==> config.mk <==
export PLATFORM = sky130hd
export DESIGN_NAME = period_meter
export DESIGN_NICKNAME = d
export VERILOG_FILES = /design/src/rtl/period_meter_pkg.sv /design/src/rtl/sig_sync_edge.sv /design/src/rtl/period_meter.sv
export SDC_FILE = /design/constraint.sdc
export NUM_CORES = 1
export LEC_CHECK = 0
export ABC_AREA = 0
export BUFFER_PORTS_ARGS = -buffer_cell sky130_fd_sc_hd__clkbuf_2
export CORE_MARGIN = 2
export CORE_UTILIZATION = 25
export DETAILED_ROUTE_END_ITERATION = 10
export GPL_ROUTABILITY_DRIVEN = 0
export MAX_ROUTING_LAYER = met4
export PLACE_DENSITY_LB_ADDON = 0.25
export SLEW_MARGIN = 15
export SYNTH_ARGS = -nofsm -noshare
export SYNTH_HDL_FRONTEND = slang
export SYNTH_SLANG_ARGS = --single-unit
export TNS_END_PERCENT = 50
==> constraint.sdc <==
create_clock -name CLK_50M -period 5.35 [get_ports CLK_50M]
set_input_delay 1.07 -clock CLK_50M [delete_from_list [all_inputs] [get_ports CLK_50M]]
set_output_delay 1.07 -clock CLK_50M [all_outputs]
set_load 0.03 [all_outputs]
==> src/rtl/period_meter_pkg.sv <==
// period_meter_pkg: FSM state type plus default counter width and timeout (2 s at 50 MHz) for period_meter
package period_meter_pkg;
  localparam int DEF_CNT_W = 32;
  localparam int DEF_TIMEOUT = 100_000_000;
  typedef enum logic [1:0] {IDLE, WAIT_EDGE, MEASURE, HOLD} meterState_t;
endpackage

==> src/rtl/sig_sync_edge.sv <==
// sig_sync_edge: 2-flop synchronizer, optional 3-sample majority filter (GLITCH_FILTER_EN), rise/fall pulses; in CLK_50M nCLR sigIn, out rise fall
module sig_sync_edge (
  input  logic CLK_50M,
  input  logic nCLR,
  input  logic sigIn,
  output logic rise,
  output logic fall
);
  logic [1:0] syncQ;
  logic lvl, lvlQ;
`ifdef GLITCH_FILTER_EN
  logic [1:0] hist;
  logic maj;
  assign maj = (syncQ[1] & hist[0]) | (syncQ[1] & hist[1]) | (hist[0] & hist[1]);
  always_ff @(posedge CLK_50M or negedge nCLR)
    if (!nCLR) begin
      hist <= '0;
      lvl <= 1'b0;
    end else begin
      hist <= {hist[0], syncQ[1]};
      lvl <= maj;
    end
`else
  assign lvl = syncQ[1];
`endif
  always_ff @(posedge CLK_50M or negedge nCLR)
    if (!nCLR) begin
      syncQ <= '0;
      lvlQ <= 1'b0;
    end else begin
      syncQ <= {syncQ[0], sigIn};
      lvlQ <= lvl;
    end
  assign rise = lvl & ~lvlQ;
  assign fall = ~lvl & lvlQ;
endmodule

==> src/rtl/period_meter.sv <==
// period_meter: measures SIG_IN period/high time in CLK_50M cycles on START, result held until VALID&READY; ports CLK_50M nCLR SIG_IN START READY -> PERIOD HIGH_TIME VALID TIMEOUT_FLG BUSY; option GLITCH_FILTER_EN
module period_meter
  import period_meter_pkg::*;
#(
  parameter int CNT_W = DEF_CNT_W,
  parameter int TIMEOUT = DEF_TIMEOUT
) (
  input  logic             CLK_50M,
  input  logic             nCLR,
  input  logic             SIG_IN,
  input  logic             START,
  input  logic             READY,
  output logic [CNT_W-1:0] PERIOD,
  output logic [CNT_W-1:0] HIGH_TIME,
  output logic             VALID,
  output logic             TIMEOUT_FLG,
  output logic             BUSY
);
  localparam logic [CNT_W-1:0] CNT_MAX = '1;
  meterState_t state;
  logic [CNT_W-1:0] cnt, hiCnt, cntInc, hiInc;
  logic hiPhase, rise, fall, timedOut;
  sig_sync_edge u_sync (
    .CLK_50M(CLK_50M),
    .nCLR   (nCLR),
    .sigIn  (SIG_IN),
    .rise   (rise),
    .fall   (fall)
  );
  assign cntInc = (cnt == CNT_MAX) ? cnt : cnt + 1'b1;
  assign hiInc = (hiCnt == CNT_MAX) ? hiCnt : hiCnt + 1'b1;
  assign timedOut = 64'(cnt) >= 64'(TIMEOUT);
  always_ff @(posedge CLK_50M or negedge nCLR)
    if (!nCLR) begin
      state <= IDLE;
      cnt <= '0;
      hiCnt <= '0;
      hiPhase <= 1'b0;
      PERIOD <= '0;
      HIGH_TIME <= '0;
      VALID <= 1'b0;
      TIMEOUT_FLG <= 1'b0;
      BUSY <= 1'b0;
    end else
      case (state)
        IDLE:
          if (START) begin
            state <= WAIT_EDGE;
            cnt <= '0;
            hiCnt <= '0;
            hiPhase <= 1'b0;
            BUSY <= 1'b1;
          end
        WAIT_EDGE, MEASURE:
          if (rise && state == MEASURE) begin
            state <= HOLD;
            PERIOD <= cnt;
            HIGH_TIME <= hiCnt;
            TIMEOUT_FLG <= 1'b0;
            VALID <= 1'b1;
            BUSY <= 1'b0;
          end else if (rise) begin
            state <= MEASURE;
            cnt <= CNT_W'(1);
            hiCnt <= CNT_W'(1);
            hiPhase <= 1'b1;
          end else if (timedOut) begin
            state <= HOLD;
            PERIOD <= '0;
            HIGH_TIME <= '0;
            TIMEOUT_FLG <= 1'b1;
            VALID <= 1'b1;
            BUSY <= 1'b0;
          end else begin
            cnt <= cntInc;
            hiPhase <= hiPhase & ~fall;
            if (hiPhase & ~fall) hiCnt <= hiInc;
          end
        HOLD:
          if (READY) begin
            state <= IDLE;
            VALID <= 1'b0;
          end
        default: state <= IDLE;
      endcase
endmodule

=== After elaboration in Yosys (flattened, before gate mapping) ===
Index checks and enable logic that the tools add are counted.

* Register bits: 137
* Bits in latches: 0
* Memory bits (writable): 0
* Bits in read-only memories: 0
* Bits of input ports: 5
* Output and inout bits: 67
* Logic and storage cells: 87
* Memories: 0

* $add $sub $neg: 2
* Multiply operators: 0
* Div/mod/pow operators: 0
* Magnitude comparators: 1
* Equal/unequal tests: 16
* Shift-type cells: 0
* Mux-type cells: 38
* Bitwise logic cells: 6
* Reduce and logical (&&, ||, !) cells: 13

{| class="wikitable"
|+ Operators with widths
! operator !! count
|-
| two-way mux 32 bit || 14
|-
| case mux 32 bit (2 select lines) || 2
|-
| adder 32 x 1 -> 32 bit, second input constant || 2
|-
| equality test 32 bit, second input constant || 2
|-
| >= comparator 32 x 27 -> 1 bit, second input constant || 1
|-
| != test 3 bit, second input constant || 6
|-
| two-way mux 1 bit || 13
|-
| AND reduction 4 bit || 3
|-
| two-way mux 2 bit || 5
|-
| != test 2 bit, second input constant || 3
|-
| case mux 1 bit (2 select lines) || 3
|-
| case mux 2 bit (3 select lines) || 1
|-
| AND reduction 3 bit || 2
|-
| AND reduction 6 bit || 1
|-
| nonzero test 2 bit || 3
|-
| AND reduction 5 bit || 1
|-
| equality test 2 bit, second input constant || 2
|-
| != test 4 bit, second input constant || 1
|-
| AND 1 bit || 3
|-
| inverter 1 bit || 3
|-
| equality test 2 x 1 -> 1 bit, second input constant || 1
|-
| zero test 2 bit || 1
|-
| != test 2 x 1 -> 1 bit, second input constant || 1
|-
| OR reduction 2 bit || 1
|-
| logical AND 1 bit || 1
|}

=== Logic depth before layout (Yosys ltp) ===
* Depth after elaboration: 9
* Gate-level depth with buffers: 11
* Gate-level depth less buffers: 9

=== Hierarchy ===
From an unflattened synthesis, not the netlist that was laid out.

* Cells, all modules: 741
* Area, all modules: 6636.4 um^2

{| class="wikitable"
|+ By module, submodules not included
! module !! instances !! cells an instance !! area each (um^2)
|-
| period_meter || 1 || 736 || 6546.3
|-
| sig_sync_edge || 1 || 5 || 90.1
|}

=== Worst setup path before layout ===
OpenSTA, ideal clock, no wires.

* Path kind: input-to-reg
* Start: input port START
* End: register hiCnt[31]
* Setup time: 79 ps
* Data arrival time: 2753 ps
* Required time: 5271 ps
* Setup slack: 2518 ps
* Stages: 9
* Path buffers: 2
* Cell sequence: nor2b_1 > or2_2 > nor2_1 > o21ai_1 > or2_1 > buf_6 > buf_6 > nor4_1 > mux2i_1

* Word-level cells in the longest chain between the ends: 2

{| class="wikitable"
|+ Ends and longest elaborated chain
! what !! RTL line !! source
|-
| from (decl) || period_meter.sv:11 || <nowiki>input logic START,</nowiki>
|-
| != test 2 bit (no source line) || - ||
|-
| AND reduction 6 bit (no source line) || - ||
|-
| to (signal assigned) || period_meter.sv:77 || <nowiki>if (hiPhase & ~fall) hiCnt <= hiInc;</nowiki>
|-
| to (decl) || period_meter.sv:21 || <nowiki>logic [CNT_W-1:0] cnt, hiCnt, cntInc, hiInc;</nowiki>
|}

No other way between the ends.
A chain may end at the register's enable or synchronous reset.

=== Worst setup path in the final report ===
* Start: register state[0]
* End: register cnt[25]

* Word-level cells in the longest chain between the ends: 4
* Elaborated cells on any way between the ends: 12
* Those cells by class: eq/ne: 6; mux: 1; reduce/logical: 5

{| class="wikitable"
|+ Ends and longest elaborated chain
! what !! RTL line !! source
|-
| from (decl) || period_meter.sv:20 || <nowiki>meterState_t state;</nowiki>
|-
| from (signal assigned) || period_meter.sv:35 || <nowiki>state <= IDLE;</nowiki>
|-
| from (signal assigned) || period_meter.sv:48 || <nowiki>state <= WAIT_EDGE;</nowiki>
|-
| from (signal assigned) || period_meter.sv:56 || <nowiki>state <= HOLD;</nowiki>
|-
| equality test 2 bit / equality test 2 x 1 -> 1 bit (equally long branches) || period_meter.sv:45, period_meter.sv:55 ||
|-
| OR reduction 2 bit / logical AND 1 bit (equally long branches) || period_meter.sv:45, period_meter.sv:55 ||
|-
| != test 3 bit (no source line) (tied with other cells) || - ||
|-
| AND reduction 5 bit (no source line) || - ||
|-
| to (signal assigned) || period_meter.sv:75 || <nowiki>cnt <= cntInc;</nowiki>
|-
| to (decl) || period_meter.sv:21 ||
|}

Parallel ways exist; a longest one is shown, timed or not.

==> results.sh <==
export IMPL_route_met2_wl_um=7123
export IMPL_p_leak_nw=3.438
export IMPL_worst_setup_path_type="flop to flop"
export IMPL_fill_cells=2598
export IMPL_top_layer_used="met4"
export IMPL_finClkSkew_ps=10.19
export IMPL_slew_limit_headroom_pct=33.94
export IMPL_clk_latency_ps=430
export IMPL_synth_top_cell_area_share_pct=54.31
export IMPL_m1WireLength_um=9140
export IMPL_power_mw=3.214
export IMPL_post_cts_setup_buffers=0
export IMPL_io_buffers=71
export IMPL_tightest_slew_ps=990.9
export IMPL_rr_worst_depth=10
export IMPL_hold_violations=0
export IMPL_ys_seq_area_share_pct=54.31
export IMPL_yosys_area_top_type="dfrtp_1"
export IMPL_overflow=0
export IMPL_cp_required_ps=5700
export IMPL_yosys_register_bits=137
export IMPL_io_pins=72
export IMPL_syn_nets=615
export IMPL_ff_latch_area_um2=3428
export IMPL_worstReg2RegStart="state[0]"
export IMPL_post_synth_top_count_cell="dfrtp_1"
export IMPL_cp_endpoint="cnt[25]"
export IMPL_cp_arrival_ps=4010
export IMPL_final_layout_size_suffix_gt1_share_pct=19.47
export IMPL_hold_class="flop to flop"
export IMPL_n_antenna_cell=0
export IMPL_period_needed_ps=3668
export IMPL_tns_ps=0
export IMPL_synth_cells=603
export IMPL_num_rows=58
export IMPL_multiInputGateArea_um2=2695
export IMPL_core_area_um2=24960
export IMPL_status="finished clean"
export IMPL_ctsResizeCount=0
export IMPL_path_clk_slew_ps=60
export IMPL_intPower_mw=2.046
export IMPL_peakVddDrop_v=0.0003113
export IMPL_detail_route_wl_per_cell_um=16.79
export IMPL_synth_avg_cell_area_um2=10.47
export IMPL_synthFlopType="dfrtp_1"
export IMPL_swShare_pct=36.33
export IMPL_nNetsFinal=677
export IMPL_tritoncts="built"
export IMPL_rrSetupSlack_ps=1680
export IMPL_grt_pass1_vias=4702
export IMPL_grtUsageTotal_pct=13.75
export IMPL_synth_cell_type_count=45
export IMPL_yosysWarningCount=0
export IMPL_fmax_ghz=0.2727
export IMPL_crit_path_end_kind="flop"
export IMPL_period_share_pct=68.55
export IMPL_r2r_end="cnt[25]"
export IMPL_synthTopCellsByArea="dfrtp_1 (54%), a22o_1 (8.7%), nor2_1 (2.8%)"
export IMPL_grt_pass1_wl_um=27370
export IMPL_syn_cell_area_um2=6312
export IMPL_die_w_um=162.9
export IMPL_cp_startpoint="state[0]"
export IMPL_startpoint_type="flop"
export IMPL_detail_route_antenna_nets=0
export IMPL_antenna_found_initial=0
export IMPL_ctsHoldBuffers=0
export IMPL_via_count=4858
export IMPL_finalSetupViolations=0
export IMPL_worstHoldStart="u_sync.syncQ[0]"
export IMPL_avgViaCountPerCell=4.819
export IMPL_clockBufferDepth=2
export IMPL_die_height_um=162.9
export IMPL_rsz0062_at_grt="false"
export IMPL_die_area_um2=26540
export IMPL_initial_core_util_pct=25.29
export IMPL_p_seq_share_pct=35.4
export IMPL_synth_common_cells="dfrtp_1 (137), a22o_1 (63), nor2_1 (47)"
export IMPL_power_frac_comb_pct=27.9
export IMPL_first_pass_iters=4
export IMPL_numCtsBuffers=17
export IMPL_power_density_nw_per_um2=422.6
export IMPL_maxCapViolations=0
export IMPL_drt_wl_total_um=16920
export IMPL_cts_root_buf="clkbuf_16"
export IMPL_fin_hold_ws_ps=348.3
export IMPL_drtIter0Drc=383
export IMPL_dpl_cell_area_um2=7014
export IMPL_p_sw_mw=1.168
export IMPL_wl_met3_um=513
export IMPL_fin_area_um2=7606
export IMPL_async_reset_ff_share_pct=100.0
export IMPL_drcViolationCount=0
export IMPL_crit_fanout=20
export IMPL_maxSlewViolCount=0
export IMPL_dp_hpwl_um=10910
export IMPL_grt_max_degree=101
export IMPL_synth_edf_count=0
export IMPL_area_growth_pct=20.50
export IMPL_pwr_share_clk_pct=36.7
export IMPL_clock_sinks=137
export IMPL_h_tree_depth=4
[layout make-up]
type	count	share of cell area, %
clock inverter	11	1.596
multi-input combinational	415	35.43
sequential	137	45.07
tap	330	5.429
clock buffer	21	6.185
timing repair buffer	79	5.544
inverter	15	0.7403
[registers in the layout (all words and copies together) (netlist names)]
| register | flops |
|---|---|
| HIGH_TIME | 32 |
| hiCnt | 32 |
| hiPhase | 1 |
| BUSY | 1 |
| cnt | 32 |
| TIMEOUT_FLG | 1 |
| u_sync.syncQ | 2 |
| u_sync.lvlQ | 1 |
| PERIOD | 32 |
| VALID | 1 |
| state | 2 |
[stage by stage]
stage / worst slack, ps / util [%] / std cells
finish: 1682 / 30.47 / 1008
CTS: 1675 / 30.47 / 1008
global route: 1305 / 30.47 / 1008
floorplan: 2518 / - / 603
global placement: 1803 / 28.10 / 976
detailed placement: 1684 / 28.10 / 976
[how the worst min path moves through the flow]
stage	endpoint	slack (ps)	depth (start not counted)
3_3_place_gp	u_sync.syncQ[1]	330	0
3_5_place_dp	u_sync.syncQ[1]	340	0
4_1_cts	u_sync.syncQ[1]	350	0
5_1_grt	u_sync.syncQ[1]	360	0
6_report	u_sync.syncQ[1]	350	0
2_1_floorplan	u_sync.syncQ[1]	330	0
[power by group through the flow]
stage | logic, mW | registers [mW] | clock network [mW]
final | 0.896 | 1.14 | 1.18
after global routing | 1.00 | 1.15 | 1.26
after CTS | 0.905 | 1.14 | 1.21
after detailed placement | 0.899 | 1.16 | 0
after global placement | 0.901 | 1.16 | 0
after floorplan | 0.609 | 1.18 | 0
[cell families after synthesis]
logic type | after synthesis | synth area share (%)
buf+inv | 51 | 3.330
xor+xnor | 14 | 1.943
simple gates | 218 | 18.33
mux | 11 | 1.784
fa+ha+maj | 7 | 1.387
flops | 137 | 54.31
compound gates | 165 | 18.91
[cells in the final DEF (no fill, tap or decap), types with 3 or more instances in the layout]
master	count
o41ai_1	3
inv_1	15
xnor2_1	14
nor3_1	13
or3_1	6
clkbuf_2	70
o31ai_1	14
clkinv_4	3
and2_1	3
a21oi_1	21
mux2i_1	9
clkinv_2	4
nor4_1	9
or2_2	10
ha_1	7
o21ai_0	33
nand2b_1	5
a22o_1	63
dfrtp_1	137
and3_1	6
a21o_1	6
nor2b_1	9
a41oi_1	3
nand2_1	37
a31oi_1	11
or4_1	8
nand4_1	17
clkbuf_8	3
and4_1	7
buf_4	8
nor2_1	46
clkbuf_16	17
nand3_1	31
[worst max-delay path: stages, from the launching register on]
cell and delay [ps]:
dfrtp_1 390, inv_1 80, ha_1 500, inv_1 200, nor2_1 380, nand4_1 150, o21ai_1 740, or2_1 560
buf_4 330, o21ai_0 120, a21oi_1 130
[layer usage]
| metal | global-route usage [%] | vias up |
|---|---|---|
| met1 | 20.38 | 2376 |
| met2 | 18.37 | 93 |
| li1 | - | 2376 |
| met5 | - | - |
| met3 | 2.928 | 13 |
| met4 | 4.586 | 0 |
Note: power is estimated with default switching activity, not from simulation.
